File: config.mk
export PLATFORM = sky130hd
export DESIGN_NAME = hazard_unit
export DESIGN_NICKNAME = d
export VERILOG_FILES = /design/src/rtl/hazard_unit.sv
export SDC_FILE = /design/constraint.sdc
export NUM_CORES = 1
export LEC_CHECK = 0
export CORE_ASPECT_RATIO = 1.1
export CORE_MARGIN = 2
export CORE_UTILIZATION = 51
export DETAILED_ROUTE_END_ITERATION = 12
export PLACE_DENSITY = 0.92
export SLEW_MARGIN = 20
export SYNTH_ARGS = -nofsm -noshare
export SYNTH_HDL_FRONTEND = slang
export SYNTH_SLANG_ARGS = --single-unit
export TNS_END_PERCENT = 5
File: constraint.sdc
create_clock -name clk -period 4.64 [get_ports clk]
set_clock_uncertainty 0.15 [all_clocks]
set_input_delay 0.464 -clock clk [delete_from_list [all_inputs] [get_ports clk]]
set_output_delay 0.464 -clock clk [all_outputs]
set_load 0.005 [all_outputs]
File: src/rtl/hazard_unit.sv
// ============================================================================
//  Module      : hazard_unit
//  Description : Stall/flush controller for the 5-stage MIPS pipeline:
//                load-use interlock, taken-branch flush, MULT/DIV sequencing
//                with HI/LO interlock, and a saturating stall-cycle counter.
//  Revision    : 1.0
// ============================================================================
`default_nettype none

module hazard_unit #(
    parameter int unsigned MD_CYCLES = 32,
    parameter int unsigned CNT_W     = 16
) (
    input  logic             clk,
    input  logic             rst,
    input  logic [4:0]       rs1D,
    input  logic [4:0]       rs2D,
    input  logic [4:0]       rdE,
    input  logic             memreadE,
    input  logic             pcsrcE,
    input  logic             mdstartE,
    input  logic             mdopD,
    output logic             stallF,
    output logic             stallD,
    output logic             flushD,
    output logic             flushE,
    output logic             mdbusy,
    output logic             mddone,
    output logic [CNT_W-1:0] stallcnt
);

    localparam int unsigned MDC_W = (MD_CYCLES > 2) ? $clog2(MD_CYCLES) : 1;
    localparam logic [MDC_W-1:0] c_md_load = MDC_W'(MD_CYCLES - 2);
    localparam logic [CNT_W-1:0] c_cnt_max = {CNT_W{1'b1}};

    typedef enum logic [1:0] {
        S_IDLE = 2'd0,
        S_BUSY = 2'd1,
        S_DONE = 2'd2
    } md_state_t;

    md_state_t        r_state;
    logic [MDC_W-1:0] r_mdcnt;
    logic             r_mdbusy;
    logic             r_mddone;
    logic [CNT_W-1:0] r_stallcnt;

    logic w_lwstall;
    logic w_mdstall;
    logic w_stall;
    logic w_flushD;

    // A load writing $0 never produces a real dependency.
    assign w_lwstall = memreadE && (rdE != 5'd0) && ((rdE == rs1D) || (rdE == rs2D));
    assign w_mdstall = r_mdbusy && mdopD;

    // Taken branch wins: the instruction in ID is wrong-path, so flush rather than hold it.
    assign w_stall  = (w_lwstall || w_mdstall) && !pcsrcE && !rst;
    assign w_flushD = pcsrcE && !rst;

    assign stallF   = w_stall;
    assign stallD   = w_stall;
    assign flushD   = w_flushD;
    assign flushE   = w_stall || w_flushD;
    assign mdbusy   = r_mdbusy;
    assign mddone   = r_mddone;
    assign stallcnt = r_stallcnt;

    // MD sequencer: mdbusy spans MD_CYCLES cycles after the start, the last being DONE.
    always_ff @(posedge clk or posedge rst) begin
        if (rst) begin
            r_state  <= S_IDLE;
            r_mdcnt  <= '0;
            r_mdbusy <= 1'b0;
            r_mddone <= 1'b0;
        end else begin
            case (r_state)
                S_IDLE: begin
                    if (mdstartE) begin
                        r_state  <= S_BUSY;
                        r_mdcnt  <= c_md_load;
                        r_mdbusy <= 1'b1;
                        r_mddone <= (c_md_load == '0) ? 1'b0 : 1'b0;
                    end
                end
                S_BUSY: begin
                    if (r_mdcnt == '0) begin
                        r_state  <= S_DONE;
                        r_mddone <= 1'b1;
                    end else begin
                        r_mdcnt <= r_mdcnt - MDC_W'(1);
                    end
                end
                S_DONE: begin
                    r_state  <= S_IDLE;
                    r_mdbusy <= 1'b0;
                    r_mddone <= 1'b0;
                end
                default: begin
                    r_state  <= S_IDLE;
                    r_mdcnt  <= '0;
                    r_mdbusy <= 1'b0;
                    r_mddone <= 1'b0;
                end
            endcase
        end
    end

    always_ff @(posedge clk or posedge rst) begin
        if (rst) begin
            r_stallcnt <= '0;
        end else if (w_stall && (r_stallcnt != c_cnt_max)) begin
            r_stallcnt <= r_stallcnt + CNT_W'(1);
        end
    end

endmodule

`default_nettype wire

==> results of run 1 <==
## final cells by class
| cell class | count | area [sq um] | share of cell area (%) |
|---|---|---|---|
| Multi-Input combinational cell | 114 | 852.1 | 42.91 |
| Sequential cell | 24 | 600.6 | 30.25 |
| Timing Repair Buffer | 42 | 420.4 | 21.17 |
| Tap cell | 33 | 41.29 | 2.079 |
| Clock inverter | 1 | 30.03 | 1.512 |
| Clock buffer | 3 | 22.52 | 1.134 |
| Inverter | 5 | 18.77 | 0.9452 |
## flip-flops by register name, indices dropped and copies added (netlist names)
signal    flops
r_state       1
mddone        1
r_mdcnt       5
mdbusy        1
stallcnt     16
## worst min path at each step
| stage | from | end | slack [ns] | depth (start not counted) |
|---|---|---|---|---|
| after global placement | stallcnt[13] | stallcnt[13] | 0.33 | 1 |
| after CTS | stallcnt[13] | stallcnt[13] | 0.35 | 1 |
| after floorplan | rst | mdbusy | 0.33 | 1 |
| after detailed placement | stallcnt[13] | stallcnt[13] | 0.34 | 1 |
| final | stallcnt[13] | stallcnt[13] | 0.35 | 1 |
| after global routing | stallcnt[6] | stallcnt[6] | 0.40 | 1 |
## layout by cell type (no fill, tap or decap), types with 2 or more instances in the layout
| cell type | instances |
|---|---|
| a21oi_1 | 9 |
| a31oi_1 | 2 |
| and2_1 | 4 |
| and3_1 | 4 |
| and3_2 | 3 |
| and4_1 | 4 |
| and4_2 | 2 |
| clkbuf_4 | 3 |
| clkdlybuf4s50_1 | 42 |
| dfrtp_1 | 24 |
| ha_1 | 3 |
| inv_1 | 5 |
| nand2_1 | 8 |
| nand2b_1 | 2 |
| nand3_1 | 11 |
| nand3_2 | 2 |
| nand4_1 | 6 |
| nor2_1 | 2 |
| nor2b_1 | 3 |
| o21ai_0 | 7 |
| xnor2_1 | 23 |
## cells by family (layout without fill, tap and decap cells)
group | count (synthesis) | after routing | share of synthesized area (%)
and+or+nand+nor | 59 | 59 | 25.93
AOI/OAI and AO/OA | 27 | 27 | 13.22
xor gates and xnor gates | 24 | 24 | 13.96
DFF | 24 | 24 | 39.90
buffers and inverters | 9 | 51 | 3.491
adders and majority gates | 3 | 3 | 2.494
muxes | 1 | 1 | 0.9972
## metal layers
layer  global-route usage, %  share of wire [%]
met5                       0                  0
met4                   8.362                2.1
met3                   2.772                2.7
met2                   43.37                 55
met1                   23.25                 40
## report_power, final
part           leakage (nW)  internal (W)  switching [W]  total, W
registers             0.305      0.000252      0.0000528  0.000305
logic                 0.467      0.000133       0.000114  0.000247
clock network        0.0279     0.0000874      0.0000667  0.000154
## metrics by stage
stage                     cell area, sq um  total power [W]  util (%)  worst slack, ns
after detailed placement              1933        0.0005550     69.59            1.300
final                                 1986        0.0007059     71.49            1.311
after global routing                  1986        0.0007557     71.49            1.146
after floorplan                       1505        0.0004586         -            2.476
after global placement                1933        0.0005355     69.59            1.398
after CTS                             1986        0.0007074     71.49            1.321
==> metrics.cfg, run 1 <==
[run_status]
status = finished, final reports clean

[die]
core_sq_mm = 0.002778
die_x_microns = 55.80
die_y_microns = 60.98
dieArea_sq_mm = 0.003403
ioPinCount = 43
rows = 20
start_util_pct = 54.19

[worst_setup_path]
cp.depth = 6
r2r_cells = 6
crit_chain = clkdlybuf4s50_1 > xnor2_1 > nand3_1 > o221ai_2 > and2_1 > clkdlybuf4s50_1
crit_arrival_ns = 2.71
r2r-start = stallcnt[0]
worstPathBufferInverterCount = 2
regToRegEndpoint = stallcnt[11]
critPathLaunchType = input port
cpLargestDelayFamily = buffers and inverters
crit_path_start = rdE[0]
worstSetupPathType = in2out
max_stage_delay_ns = 0.59
regToRegSetupSlack_ns = 2.47
cp.required_ns = 4.03
critPathMostFrequentCell = clkdlybuf4s50_1
cp-end-kind = output pin
worstPathMaxFanout = 16
crit_end = stallD
crit_path_top_delay_cell = clkdlybuf4s50_1

[sta]
fin_setup_tns_ns = 0
min_period_ns = 3.329
final.period_utilization_pct = 71.74
fmax_mhz = 300.4
slew-limit-headroom_pct = 40.17
hold_viol_final = 0
finalSetupViolCount = 0
maxSlewViolCount = 0
worstMarginPinSlew_ns = 0.8965
rsz0062_at_grt = false
hold_ws_ns = 0.3487

[grt]
antenna_found_initial = 0
grt_overflow = 0
grt_pass1_vias = 1329
grt_pass1_wl_microns = 5699
track_usage_pct = 21.55
grt_max_degree = 25

[yosys]
syn_area_per_cell_sq_um = 10.24
syn-num-nets = 171
netlist_area_sq_mm = 0.001505
ys_top_cells_by_area = dfrtp_1, xnor2_1, nand3_1
synth-seq-cells = 24
synth_flop_cell = dfrtp_1
synth_top_area_share_pct = 39.90
yosysWarnings = 0
ys_async_sr_fraction_pct = 100.0
yosys.area.top_type = dfrtp_1
seq_area_frac_synth_pct = 39.90
yosysMostFrequentCell = dfrtp_1
synth_commonest_cells = dfrtp_1, xnor2_1, nand3_1
synth-edff-count = 0
synthesis.instances = 147
synthDistinctLibCells = 41

[clock_network]
clkSlewWorstSetupHoldPaths_ns = 0.13
post_cts_buffers = 0
clock_insertion_delay_worst_skew_ns = 0.32
cts_buffers = 3
root_buffer = clkbuf_4
clock-sinks = 24
htree_levels = 1
cts_hold_buf = 0
clk_path_buf_depth = 2
cts_resized = 0
cts_tree = yes

[job]
drv_cap = 0

[placement]
io_buffer_count = 42
place_hpwl_microns = 2623
dp_cells = 218
place.gp.congestion = 0.7987

[drt]
drc_errors = 0
drt_iter0_drc = 23
routed_wl_microns = 3354
ant_nets = 0
first_pass_iters = 4
vias_per_cell = 5.721
vias = 1270
wl_per_cell_microns = 15.11

[power_and_ir_drop]
peakVddDrop_v = 0.0003355
p_leak_nw = 0.7990
power.density_mw_per_mm2 = 355.5

[layout]
syn2layout_area_growth_pct = 31.92
fillers = 197
antenna_cells = 0
drive_above_1_share_pct = 12.17
fin_cells = 222
nets = 214

[hold_path]
hp-class = reg2reg

(Power assumes the default switching activity.)
==> inputs of run 2 (changes only) <==
--- a/config.mk
+++ b/config.mk
@@ -7,9 +7,9 @@
 export LEC_CHECK = 0
 export CORE_ASPECT_RATIO = 1.1
 export CORE_MARGIN = 2
-export CORE_UTILIZATION = 51
+export CORE_UTILIZATION = 47
 export DETAILED_ROUTE_END_ITERATION = 12
-export PLACE_DENSITY = 0.92
+export PLACE_DENSITY = 0.86
 export SLEW_MARGIN = 20
 export SYNTH_ARGS = -nofsm -noshare
 export SYNTH_HDL_FRONTEND = slang
==> constraint.sdc (replaced) <==
create_clock -name clk -period 3.2 [get_ports clk]
set_clock_uncertainty 0.15 [all_clocks]
set_input_delay 0.32 -clock clk [delete_from_list [all_inputs] [get_ports clk]]
set_output_delay 0.32 -clock clk [all_outputs]
set_load 0.005 [all_outputs]
==> run 2 against run 1 <==
Hold slack gained 0.016 ns; largest power group unchanged; worst setup slack got worse by 0.76 ns; first-iteration DRC count increased by 100%; sequential cell count did not move; register-to-register slack got worse by 1.3 ns; die area grew 7.9%; clock power increased by 48%.
==> metrics.cfg, run 2 (synthesis gave the netlist of run 1 again) <==
[grt]
grt_pass1_wl_microns = 6051  ; was 5699 microns
grt_overflow = 0  ; unchanged
grt_pass1_vias = 1329  ; unchanged
grt_max_degree = 25  ; unchanged
antenna_found_initial = 0  ; unchanged
track_usage_pct = 20.74  ; was 21.55%

[clock_network]
cts_tree = yes  ; unchanged
clkSlewWorstSetupHoldPaths_ns = 0.15  ; was 0.13 ns
cts_hold_buf = 0  ; unchanged
cts_resized = 0  ; unchanged
clk_path_buf_depth = 2  ; unchanged
root_buffer = clkbuf_4  ; unchanged
clock_insertion_delay_worst_skew_ns = 0.32  ; about the same
clock-sinks = 24  ; unchanged
post_cts_buffers = 0  ; unchanged
cts_buffers = 3  ; unchanged
htree_levels = 1  ; unchanged

[worst_setup_path]
cp-end-kind = output pin  ; unchanged
crit_path_top_delay_cell = clkdlybuf4s50_1  ; unchanged
crit_end = stallF  ; was stallD
critPathMostFrequentCell = clkdlybuf4s50_1  ; unchanged
r2r-start = stallcnt[0]  ; unchanged
worstPathMaxFanout = 4  ; was 16
crit_path_start = rdE[1]  ; was rdE[0]
crit_arrival_ns = 2.18  ; was 2.71 ns
critPathLaunchType = input port  ; unchanged
cp.required_ns = 2.73  ; was 4.03 ns
max_stage_delay_ns = 0.59  ; about the same
crit_chain = clkdlybuf4s50_1 > xnor2_1 > nand3_1 > o221ai_2 > and2_1 > clkdlybuf4s50_1  ; unchanged
worstSetupPathType = in2out  ; unchanged
r2r_cells = 6  ; unchanged
regToRegSetupSlack_ns = 1.14  ; was 2.47 ns
regToRegEndpoint = stallcnt[5]  ; was stallcnt[11]

[run_status]
status = finished, final reports clean  ; unchanged

[power_and_ir_drop]
power.density_mw_per_mm2 = 517.1  ; was 355.5 mW/mm^2
p_seq_share_pct = 42.7  ; was 43.1%
pwr-share-comb_pct = 35.2  ; was 35.0%
p_sw_share_pct = 33.41  ; was 33.05%
peakVddDrop_v = 0.0004629  ; was 0.0003355 V
switching_power_w = 0.0003458  ; was 0.0002333 W
p_clk_share_pct = 22.1  ; was 21.8%
p_int_w = 0.0006894  ; was 0.0004726 W
p_leak_nw = 0.8094  ; was 0.7990 nW
power_w = 0.001035  ; was 0.0007059 W

[sta]
finalSetupViolCount = 0  ; unchanged
hold_viol_final = 0  ; unchanged
final.period_utilization_pct = 82.74
maxSlewViolCount = 0  ; unchanged
fmax_mhz = 377.7
slew-limit-headroom_pct = 37.51  ; was 40.17%
min_period_ns = 2.648
hold_ws_ns = 0.3643  ; was 0.3487 ns
rsz0062_at_grt = false  ; unchanged
worstMarginPinSlew_ns = 0.9363  ; was 0.8965 ns
fin_setup_tns_ns = 0  ; unchanged

[die]
dieArea_sq_mm = 0.003672  ; was 0.003403 sq mm
die_y_microns = 63.36  ; was 60.98 microns
rows = 21  ; was 20
start_util_pct = 49.38  ; was 54.19%
ioPinCount = 43  ; unchanged
die_x_microns = 57.96  ; was 55.80 microns
core_sq_mm = 0.003048  ; was 0.002778 sq mm

[placement]
postPlaceCellArea_sq_mm = 0.001949  ; was 0.001933 sq mm
io_buffer_count = 42  ; unchanged
dp_cells = 221  ; was 218
place_hpwl_microns = 2747  ; was 2623 microns
place.gp.congestion = 0.7844  ; was 0.7987

[layout]
largest_register_ff_count = 16  ; unchanged
fin_cells = 225  ; was 222
antenna_cells = 0  ; unchanged
syn2layout_area_growth_pct = 33.00  ; was 31.92%
finalInstanceArea_sq_mm = 0.002002  ; was 0.001986 sq mm
drive_above_1_share_pct = 13.09  ; was 12.17%
mostFrequentLayoutCell = clkdlybuf4s50_1  ; unchanged
final_cell_mix = clkdlybuf4s50_1, dfrtp_1, xnor2_1  ; unchanged
nets = 216  ; was 214

[drt]
drc_errors = 0  ; unchanged
vias = 1303  ; was 1270
ant_nets = 0  ; unchanged
drt_iter0_drc = 46  ; was 23
vias_per_cell = 5.791  ; was 5.721
routed_wl_microns = 3573  ; was 3354 microns
first_pass_iters = 4  ; unchanged
wl_per_cell_microns = 15.88  ; was 15.11 microns

[job]
drv_cap = 0  ; unchanged

[hold_path]
hp-class = reg2reg  ; unchanged

## run 2: stage by stage
stage / setup slack [ns] / util (%)
3_5_place_dp: 0.5686 / 63.96
5_1_grt: 0.4397 / 65.68
4_1_cts: 0.5458 / 65.68
2_1_floorplan: 1.324 / -
3_3_place_gp: 0.6244 / 63.96
6_report: 0.5523 / 65.68
## run 2: how the worst min path moves through the flow
stage               depth (start not counted)           end  slack, ns          from
global route                                1  stallcnt[13]       0.39  stallcnt[13]
global placement                            1  stallcnt[13]       0.33  stallcnt[13]
detailed placement                          1  stallcnt[13]       0.35  stallcnt[13]
floorplan                                   1        mdbusy       0.18           rst
finish                                      1  stallcnt[13]       0.36  stallcnt[13]
CTS                                         1  stallcnt[13]       0.37  stallcnt[13]
## run 2: worst max-delay path, delay by kind of cell
kind / cells / cell delay, ns
AO/OA/AOI/OAI: 1 / 0.22
AND/OR/NAND/NOR: 2 / 0.35
XOR/XNOR: 1 / 0.16
buffers and inverters: 2 / 1.12
## run 2: per-layer routing
layer,GRT usage (%),up-vias,wire [microns]
met1,23.53,637,1399
li1,-,618,-
met5,0,-,0
met3,4.107,8,140
met4,3.779,0,44
met2,39.35,40,1988
## run 2: power by group through the flow
stage,combinational (W),clock (W),sequential [W]
2_1_floorplan,0.000239,0,0.000426
3_3_place_gp,0.000344,0,0.000439
3_5_place_dp,0.000366,0,0.000446
4_1_cts,0.000367,0.000230,0.000440
5_1_grt,0.000409,0.000244,0.000451
6_report,0.000365,0.000228,0.000442
## run 2: final cells by class
cell class                      count  area, sq um
Tap cell                           34        42.54
Timing Repair Buffer               44        435.4
Multi-Input combinational cell    114        852.1
Clock buffer                        3        22.52
Sequential cell                    24        600.6
Fill cell                         252         1046
Clock inverter                      1        30.03
Inverter                            5        18.77
